--- src/rtl/bus_arbiter_pkg.sv ---
// rtl/bus_arbiter_pkg.sv - shared types and defaults for the bus arbiter
package bus_arbiter_pkg;

    localparam int BUS_ARB_NUM_REQ        = 4;
    localparam int BUS_ARB_MAX_HOLD       = 64;
    localparam int BUS_ARB_TURNAROUND_CYC = 1;

    typedef enum logic [1:0] {
        ARB_IDLE       = 2'd0,
        ARB_GRANT      = 2'd1,
        ARB_TURNAROUND = 2'd2
    } BUS_ARB_STATE_T;

    // Width of an encoded requester index; never below one bit
    function automatic int bus_arb_id_w(input int n);
        return (n > 1) ? $clog2(n) : 1;
    endfunction

endpackage

--- src/rtl/bus_arbiter_if.sv ---
// rtl/bus_arbiter_if.sv - request/grant bundle between the requesters and the arbiter
interface bus_arbiter_if #(
    parameter int NUM_REQ = bus_arbiter_pkg::BUS_ARB_NUM_REQ,
    parameter int ID_W    = bus_arbiter_pkg::bus_arb_id_w(NUM_REQ)
) ();

    logic [NUM_REQ-1:0] req;
    logic [NUM_REQ-1:0] gnt;
    logic [ID_W-1:0]    gnt_id;
    logic               gnt_valid;
    logic               timeout_pulse;

    modport master (
        output req,
        input  gnt,
        input  gnt_id,
        input  gnt_valid,
        input  timeout_pulse
    );

    modport slave (
        input  req,
        output gnt,
        output gnt_id,
        output gnt_valid,
        output timeout_pulse
    );

endinterface

--- src/rtl/bus_arbiter_rr_picker.sv ---
// rtl/bus_arbiter_rr_picker.sv - combinational round-robin search from a pointer with a request mask
module rr_picker
    import bus_arbiter_pkg::*;
#(
    parameter int NUM_REQ = BUS_ARB_NUM_REQ,
    parameter int ID_W    = bus_arb_id_w(NUM_REQ)
) (
    input  logic [NUM_REQ-1:0] req,
    input  logic [ID_W-1:0]    ptr,
    input  logic [NUM_REQ-1:0] mask,
    output logic [ID_W-1:0]    winner,
    output logic               valid
);

    logic [NUM_REQ-1:0] cand;
    logic [ID_W-1:0]    idx;
    int                 pos;

    // Walk upward from ptr, wrapping at NUM_REQ; the first unmasked request wins
    always_comb begin
        cand   = req & ~mask;
        winner = '0;
        valid  = 1'b0;
        idx    = '0;
        pos    = 0;
        for (int i = 0; i < NUM_REQ; i++) begin
            pos = int'(ptr) + i;
            if (pos >= NUM_REQ) begin
                pos = pos - NUM_REQ;
            end
            idx = ID_W'(pos);
            if (!valid && cand[idx]) begin
                winner = idx;
                valid  = 1'b1;
            end
        end
    end

endmodule

--- src/rtl/bus_arbiter.sv ---
// rtl/bus_arbiter.sv - round-robin bus arbiter with hold limit and turnaround; option BUS_ARB_MASTER_PRIORITY_EN
module bus_arbiter
    import bus_arbiter_pkg::*;
#(
    parameter int NUM_REQ        = BUS_ARB_NUM_REQ,
    parameter int MAX_HOLD       = BUS_ARB_MAX_HOLD,
    parameter int TURNAROUND_CYC = BUS_ARB_TURNAROUND_CYC
) (
    input  logic         clk,
    input  logic         rst,
    bus_arbiter_if.slave bus
);

    localparam int ID_W   = bus_arb_id_w(NUM_REQ);
    localparam int HOLD_W = (MAX_HOLD > 1) ? $clog2(MAX_HOLD) : 1;
    localparam logic [HOLD_W-1:0] HOLD_LAST = (MAX_HOLD > 0) ? HOLD_W'(MAX_HOLD - 1) : '1;
    localparam logic [2:0]        TURN_LAST = 3'(TURNAROUND_CYC - 1);
    localparam logic [ID_W-1:0]   ID_LAST   = ID_W'(NUM_REQ - 1);
`ifdef BUS_ARB_MASTER_PRIORITY_EN
    localparam bit MASTER_PRIO = 1'b1;
`else
    localparam bit MASTER_PRIO = 1'b0;
`endif

    BUS_ARB_STATE_T       state_q, state_d;
    logic [NUM_REQ-1:0]   gnt_q, gnt_d;
    logic [ID_W-1:0]      gnt_id_q, gnt_id_d;
    logic [ID_W-1:0]      rr_ptr_q, rr_ptr_d;
    logic [HOLD_W-1:0]    hold_cnt_q, hold_cnt_d;
    logic [2:0]           turn_cnt_q, turn_cnt_d;
    logic [NUM_REQ-1:0]   mask_q, mask_d;
    logic                 timeout_q, timeout_d;

    logic [NUM_REQ-1:0]   rr_req;
    logic [ID_W-1:0]      rr_id;
    logic                 rr_valid;
    logic [ID_W-1:0]      pick_id;
    logic                 pick_valid;
    logic                 pick_adv;
    logic [ID_W-1:0]      next_ptr;
    logic                 hold_limited;
    logic                 take;

    // With master priority the round-robin ring only covers requesters 1..N-1
    assign rr_req = MASTER_PRIO ? (bus.req & ~NUM_REQ'(1)) : bus.req;

    rr_picker #(
        .NUM_REQ (NUM_REQ),
        .ID_W    (ID_W)
    ) u_picker (
        .req     (rr_req),
        .ptr     (rr_ptr_q),
        .mask    (mask_q),
        .winner  (rr_id),
        .valid   (rr_valid)
    );

    // Choose the candidate owner; a priority master win leaves the ring pointer alone
    always_comb begin
        pick_id    = rr_id;
        pick_valid = rr_valid;
        pick_adv   = rr_valid;
        if (MASTER_PRIO && bus.req[0] && !mask_q[0]) begin
            pick_id    = '0;
            pick_valid = 1'b1;
            pick_adv   = 1'b0;
        end
        next_ptr     = (pick_id == ID_LAST) ? '0 : pick_id + 1'b1;
        hold_limited = (MAX_HOLD > 0) && !(MASTER_PRIO && (gnt_id_q == '0));
    end

    // Next-state, grant, counters and the one-shot timeout mask
    always_comb begin
        state_d    = state_q;
        gnt_d      = gnt_q;
        gnt_id_d   = gnt_id_q;
        rr_ptr_d   = rr_ptr_q;
        hold_cnt_d = hold_cnt_q;
        turn_cnt_d = turn_cnt_q;
        mask_d     = mask_q;
        timeout_d  = 1'b0;
        take       = 1'b0;
        case (state_q)
            ARB_IDLE: begin
                take = pick_valid;
            end
            ARB_GRANT: begin
                if (!bus.req[gnt_id_q]) begin
                    gnt_d      = '0;
                    turn_cnt_d = '0;
                    state_d    = ARB_TURNAROUND;
                end else if (hold_limited && (hold_cnt_q == HOLD_LAST)) begin
                    gnt_d      = '0;
                    turn_cnt_d = '0;
                    timeout_d  = 1'b1;
                    mask_d     = gnt_q;
                    state_d    = ARB_TURNAROUND;
                end else if (hold_cnt_q != '1) begin
                    hold_cnt_d = hold_cnt_q + 1'b1;
                end
            end
            ARB_TURNAROUND: begin
                if (turn_cnt_q == TURN_LAST) begin
                    mask_d = '0;
                    take   = pick_valid;
                    if (!pick_valid) begin
                        state_d = ARB_IDLE;
                    end
                end else begin
                    turn_cnt_d = turn_cnt_q + 3'd1;
                end
            end
            default: begin
                state_d = ARB_IDLE;
                gnt_d   = '0;
            end
        endcase
        if (take) begin
            state_d    = ARB_GRANT;
            gnt_d      = NUM_REQ'(1) << pick_id;
            gnt_id_d   = pick_id;
            hold_cnt_d = '0;
            if (pick_adv) begin
                rr_ptr_d = next_ptr;
            end
        end
    end

    // State register; reset drops the grant immediately
    always_ff @(posedge clk or posedge rst) begin
        if (rst) begin
            state_q    <= ARB_IDLE;
            gnt_q      <= '0;
            gnt_id_q   <= '0;
            rr_ptr_q   <= '0;
            hold_cnt_q <= '0;
            turn_cnt_q <= '0;
            mask_q     <= '0;
            timeout_q  <= 1'b0;
        end else begin
            state_q    <= state_d;
            gnt_q      <= gnt_d;
            gnt_id_q   <= gnt_id_d;
            rr_ptr_q   <= rr_ptr_d;
            hold_cnt_q <= hold_cnt_d;
            turn_cnt_q <= turn_cnt_d;
            mask_q     <= mask_d;
            timeout_q  <= timeout_d;
        end
    end

    assign bus.gnt           = gnt_q;
    assign bus.gnt_id        = gnt_id_q;
    assign bus.gnt_valid     = |gnt_q;
    assign bus.timeout_pulse = timeout_q;

endmodule

--- src/flat_wrapper.sv ---
// flat-port wrapper written by rule: the top's interface ports become plain ports
module bus_arbiter_flat import bus_arbiter_pkg::*;
#(
    parameter int NUM_REQ        = BUS_ARB_NUM_REQ,
    parameter int MAX_HOLD       = BUS_ARB_MAX_HOLD,
    parameter int TURNAROUND_CYC = BUS_ARB_TURNAROUND_CYC
)
  (clk, rst, bus_req, bus_gnt, bus_gnt_id, bus_gnt_valid, bus_timeout_pulse);
  bus_arbiter_if #(.NUM_REQ(NUM_REQ)) bus_i ();
  input  logic clk;
  input  logic rst;
  input wire logic [$bits(bus_i.req)-1:0] bus_req;
  output wire logic [$bits(bus_i.gnt)-1:0] bus_gnt;
  output wire logic [$bits(bus_i.gnt_id)-1:0] bus_gnt_id;
  output wire logic [$bits(bus_i.gnt_valid)-1:0] bus_gnt_valid;
  output wire logic [$bits(bus_i.timeout_pulse)-1:0] bus_timeout_pulse;
  assign bus_i.req = bus_req;
  assign bus_gnt = bus_i.gnt;
  assign bus_gnt_id = bus_i.gnt_id;
  assign bus_gnt_valid = bus_i.gnt_valid;
  assign bus_timeout_pulse = bus_i.timeout_pulse;
  bus_arbiter #(.NUM_REQ(NUM_REQ), .MAX_HOLD(MAX_HOLD), .TURNAROUND_CYC(TURNAROUND_CYC)) u_core (.clk(clk), .rst(rst), .bus(bus_i));
endmodule
--- config.mk ---
export PLATFORM = sky130hd
export DESIGN_NAME = bus_arbiter_flat
export DESIGN_NICKNAME = d
export VERILOG_FILES = /design/src/rtl/bus_arbiter_pkg.sv /design/src/rtl/bus_arbiter_if.sv /design/src/rtl/bus_arbiter_rr_picker.sv /design/src/rtl/bus_arbiter.sv /design/src/flat_wrapper.sv
export SDC_FILE = /design/constraint.sdc
export NUM_CORES = 1
export LEC_CHECK = 0
export CAP_MARGIN = 20
export CORE_AREA = 4 4 57 59
export DETAILED_ROUTE_END_ITERATION = 12
export DIE_AREA = 0 0 61 63
export PLACE_DENSITY = 0.84
export RECOVER_POWER = 100
export SYNTH_ARGS = -nofsm -noshare
export SYNTH_HDL_FRONTEND = slang
export SYNTH_SLANG_ARGS = --single-unit
--- constraint.sdc ---
create_clock -name clk -period 2.7 [get_ports clk]
set_clock_uncertainty 0.1 [all_clocks]
set_input_delay 0.27 -clock clk [delete_from_list [all_inputs] [get_ports clk]]
set_output_delay 0.27 -clock clk [all_outputs]
set_load 0.01 [all_outputs]
# After elaboration in Yosys (flattened, before gate mapping)
# Cells that the tools add are included.
# word_totals
regBits,24
input_bits,6
out_inout_bits,8
word_cells,117
# op_classes
addsub,10
magnitude_cmp,9
n_eq_ne,16
shift,1
mux,51
bitwise_logic,2
reduce_logical,20
# ops
cell,count
two-way mux 6 bit,5
two-way mux 2 bit,14
two-way mux 4 bit,6
one-hot mux 4 bit (2 select lines),2
< comparator 2 x 3 -> 1 bit (second input constant),5
two-way mux 1 bit,13
!= test 2 x 1 -> 1 bit (second input constant),6
AND reduction 4 bit,3
binary-select mux 1 bit (select 2 bit),5
>= comparator 3 bit (second input constant),3
two-way mux 3 bit,3
nonzero test 2 bit,4
subtractor 2 x 1 -> 2 bit (second input constant),4
adder 2 x 2 -> 3 bit (second input constant),2
adder 6 x 1 -> 6 bit (second input constant),1
equality test 6 bit (second input constant),1
!= test 3 bit (second input constant),2
!= test 6 bit (second input constant),1
one-hot mux 2 bit (3 select lines),1
one-hot mux 3 bit (2 select lines),1
AND 4 bit,1
equality test 2 bit (second input constant),2
!= test 4 x 3 -> 1 bit (second input constant),1
inverter 4 bit,1
other kinds (17),22

# Longest topological paths before layout
# logic_depth
ltp_word,18
depth_mapped,7
depth_no_buf,7

# By module
# From an unflattened synthesis, not the netlist that was laid out.
# unflattened
cells_unflattened,131
hier_area_um2,1335.0
# by_module_without_submodules
module,n_inst,cells_per_inst,area_per_inst_um2,seq_area_each_um2
bus_arbiter,1,116,1211.2,600.6
rr_picker,1,15,123.9,0.0

# Worst setup path after synthesis
# Ideal clock, no wire load.
# synth_path
kind,register to register
start,register u_core.state_q[0]
end,register u_core.gnt_id_q[0] (netlist: u_core.bus.gnt_id[0])
setup_time_ns,0.128
arrival_time_ns,1.722
required_ns,2.472
path_slack_ns,0.750
stages_incl_launch_ff,7
n_path_buf,1
period_less_slack_ns,1.950
path_cell_list,dfrtp_1 -> inv_1 -> ha_1 -> clkbuf_1 -> a21oi_1 -> nor2_1 -> mux2_1
# synth_between
elab_chain_len,2
word_cells_on_any_way,3
cone_classes,eq/ne: 1; mux: 1; reduce/logical: 1
# synth_rtl
item,line_no,source
from (decl),bus_arbiter.sv:25,"BUS_ARB_STATE_T state_q, state_d;"
from (signal assigned),bus_arbiter.sv:141,state_q <= state_d;
equality test 2 bit / logical NOT 2 bit (equally long branches),bus_arbiter.sv:83,case (state_q)
one-hot mux 1 bit (2 select lines) *,bus_arbiter.sv:83,
to (signal assigned),bus_arbiter.sv:143,gnt_id_q <= gnt_id_d;
to (decl),bus_arbiter.sv:27,"logic [ID_W-1:0] gnt_id_q, gnt_id_d;"
# Every way passes the cells marked *; elsewhere a longest branch is shown, timed or not.
# A chain may end at the register's enable or synchronous reset.

# Worst setup path after layout
# layout_path
start,register u_core.hold_cnt_q[0]
end,register u_core.state_q[0]
# layout_between
elab_chain_len,3
# layout_rtl
item,line_no,source
from (decl),bus_arbiter.sv:29,"logic [HOLD_W-1:0] hold_cnt_q, hold_cnt_d;"
from (signal assigned),bus_arbiter.sv:145,hold_cnt_q <= hold_cnt_d;
equality test 6 bit,bus_arbiter.sv:92,end else if (hold_limited && (hold_cnt_q == HOLD_LAST)) begin
!= test 4 x 3 -> 1 bit (no source line),-,
AND reduction 4 bit (no source line),-,
# No other way between the ends.

==> qor.csv <==
metric,value,unit
final core occ,0.606,
"Seq/Total Area, Yosys",0.410,
largest cells by area after synthesis,"dfrtp_1 (41%), ha_1 (8.5%), a21oi_1 (3.8%)",
R2R Path Start,u_core.hold_cnt_q[0],
DR WL met3,100,um
Post-Route WL,3020,um
die width,61,um
Synth Area per Inst,10.2,um^2
"Max FO, Critical Path",13,
clk_lat worst skew,0.31,ns
fmax,434,MHz
# Max-Cap Violations,0,
fin worst setup slack,0.394,ns
hold path endpoint,u_core.mask_q[1],
Leak,0.756,nW
clk sinks,24,
Synth Cell Area,0.00147,mm^2
setup bufs post-CTS,0,
Hold WC Path Type,reg -> reg,
fin nets,175,
via/cell ratio,6.09,
Max Root-Sink Buffers,2,
H-tree levels,1,
Post-Route M1 WL,1430,um
Cells after Synth,143,
number of port buffers,13,
DR WL/cell,16.0,um
Required @ worst endpoint,2.79,ns
hold_sp,u_core.bus.gnt[1],
pre-CTS setup slack,0.411,ns
WHS Path Cells,1,
DRC,0,
Ports,14,
post-cts hold buffer count,0,
TritonCTS Buffers,3,
Worst Reg2Reg Path Length in Cells,5,
via count,1151,
GRT Util Overall,0.175,
Std-Cell Rows,19,
maximum VDD drop,0.770,mV
Yosys warnings,0,
Die Footprint,0.00384,mm^2
Worst Setup End Kind,register,
critical path class,reg -> reg,
FF-to-FF setup slack,0.39,ns
antenna-violating nets left,0,
CP Launch Type,register,
clock-pin slew on the worst setup and hold paths,0.12,ns
Worst R2R End,u_core.state_q[0],
antenna violations before repair,0,
chip height,63,um
core area,0.00271,mm^2
max_slew headroom,0.288,
"Top FF cell, synth",dfrtp_1,
synthesized flop and latch total,24,
"count leader, synth",dfrtp_1,
# setup viols final,0,
Initial Util,0.541,
CTS tree,built,
CP arrival,2.40,ns
gr ovfl total,0,
Synth top area share,0.410,
diode count,0,
pwr/cell area,1050,mW/mm^2
P&R area growth vs syn,12.1,%
gpl congestion,0.876,
"Period Utilization, post-route",0.854,
# resized after CTS,0,
Synth Net Count,159,
share of cells above drive strength 1,0.0696,
Final Critical Period,2.31,ns
status,completed,
root buffer cell,clkbuf_4,
Final Max Slew Viols,0,
initial DRC count,39,
Top Layer Used,met4,
RSZ-0062 raised after global routing,no,
Commonest cells post-synth,"dfrtp_1 (24), a21oi_1 (11), inv_1 (11), ha_1 (10), o21ai_1 (9)",
largest net degree at the start of global routing,25,
Final TNS setup,0,ns
met2 WL post-DR,1480,um
first-pass GRT wire length,5200,um
number of flops mapped to enable cells by yosys,0,
vias in the first global route,1133,
Fin. Hold Viols,0,
Slew @ Worst Pin,1.06,ns
dpl hpwl,2390,um
1st-pass router iterations,4,
Synth area leader,dfrtp_1,
number of distinct library cells after synthesis,47,
fraction of registers with async set or reset after synthesis,1.00,
==> flip-flops by register name, summed over array words and instances (netlist names) <==
name	cells
u_core.hold_cnt_q	6
u_core.bus.gnt_id	2
u_core.bus.timeout_pulse	1
u_core.state_q	2
u_core.rr_ptr_q	2
u_core.mask_q	4
u_core.turn_cnt_q	3
u_core.bus.gnt	4
==> worst max-delay path: stages (launching register included) <==
cell and delay, ns:
dfrtp_1 0.41, ha_1 0.21, nand2_1 0.10, o211ai_1 0.85, nand2b_1 0.14, a221o_1 0.39
==> through the flow <==
stage               area [um^2]  hold WS (ns)  total power, mW  std cells
floorplan                  1470         0.185             1.27        143
global placement           1620         0.416             1.52        185
detailed placement         1620         0.430             1.57        185
CTS                        1660         0.362             1.76        189
global route               1640         0.465             1.87        189
finish                     1640         0.451             1.72        189
==> where the power goes <==
part | switching [mW] | leakage [nW] | total (mW) | internal (mW)
Combinational | 0.548 | 0.413 | 0.962 | 0.414
Sequential | 0.107 | 0.322 | 0.577 | 0.471
Clock | 0.0983 | 0.0210 | 0.181 | 0.0823
Total | 0.753 | 0.756 | 1.72 | 0.967
==> per-layer routing <==
metal  vias to the layer above  global-route usage
met5                         -                   0
met4                         0              0.0298
met3                         2              0.0372
met2                        21               0.281
met1                       564               0.241
li1                        564                   -
==> layout by cell type (no fill, tap or decap), types with 2 or more instances in the layout <==
cell type,Yosys,routed
a21oi_1,11,11
a22o_1,5,5
and3_1,2,2
clkbuf_4,0,3
clkdlybuf4s50_1,0,4
dfrtp_1,24,24
dlygate4sd3_1,0,9
ha_1,10,10
inv_1,11,11
mux2i_1,3,3
nand2_1,7,7
nand2b_1,4,4
nand3_1,6,6
nor2_1,7,7
nor2b_1,2,3
o21ai_0,1,2
o21ai_1,9,8
o221ai_1,3,3
o31ai_1,4,4
or4_1,3,3
==> worst max-delay path by stage <==
stage / from / endpoint / slack, ns / depth (start not counted)
finish: u_core.hold_cnt_q[0] / u_core.state_q[0] / 0.39 / 5
global route: u_core.hold_cnt_q[0] / u_core.bus.gnt[2] / 0.22 / 5
CTS: u_core.turn_cnt_q[0] / u_core.bus.gnt_id[0] / 0.41 / 6
detailed placement: bus_req[0] / u_core.hold_cnt_q[3] / 0.41 / 5
global placement: bus_req[0] / u_core.hold_cnt_q[5] / 0.49 / 5
floorplan: u_core.state_q[0] / u_core.bus.gnt_id[0] / 0.75 / 6
==> cell families after synthesis <==
logic type,share of synthesized area
AOI/OAI and AO/OA,0.208
DFF,0.410
and+or+nand+nor,0.197
muxes,0.0436
adders and majority gates,0.0854
buffers and inverters,0.0436
xor gates and xnor gates,0.0120
==> cell type report <==
class / instances / area (um^2)
fill: 240 / 1070
multi-input combinational: 105 / 788
sequential: 24 / 601
timing repair buffer: 14 / 138
inverter: 11 / 41.3
tap: 31 / 38.8
clock buffer: 4 / 36.3
Power figures use the tool's default switching activity.
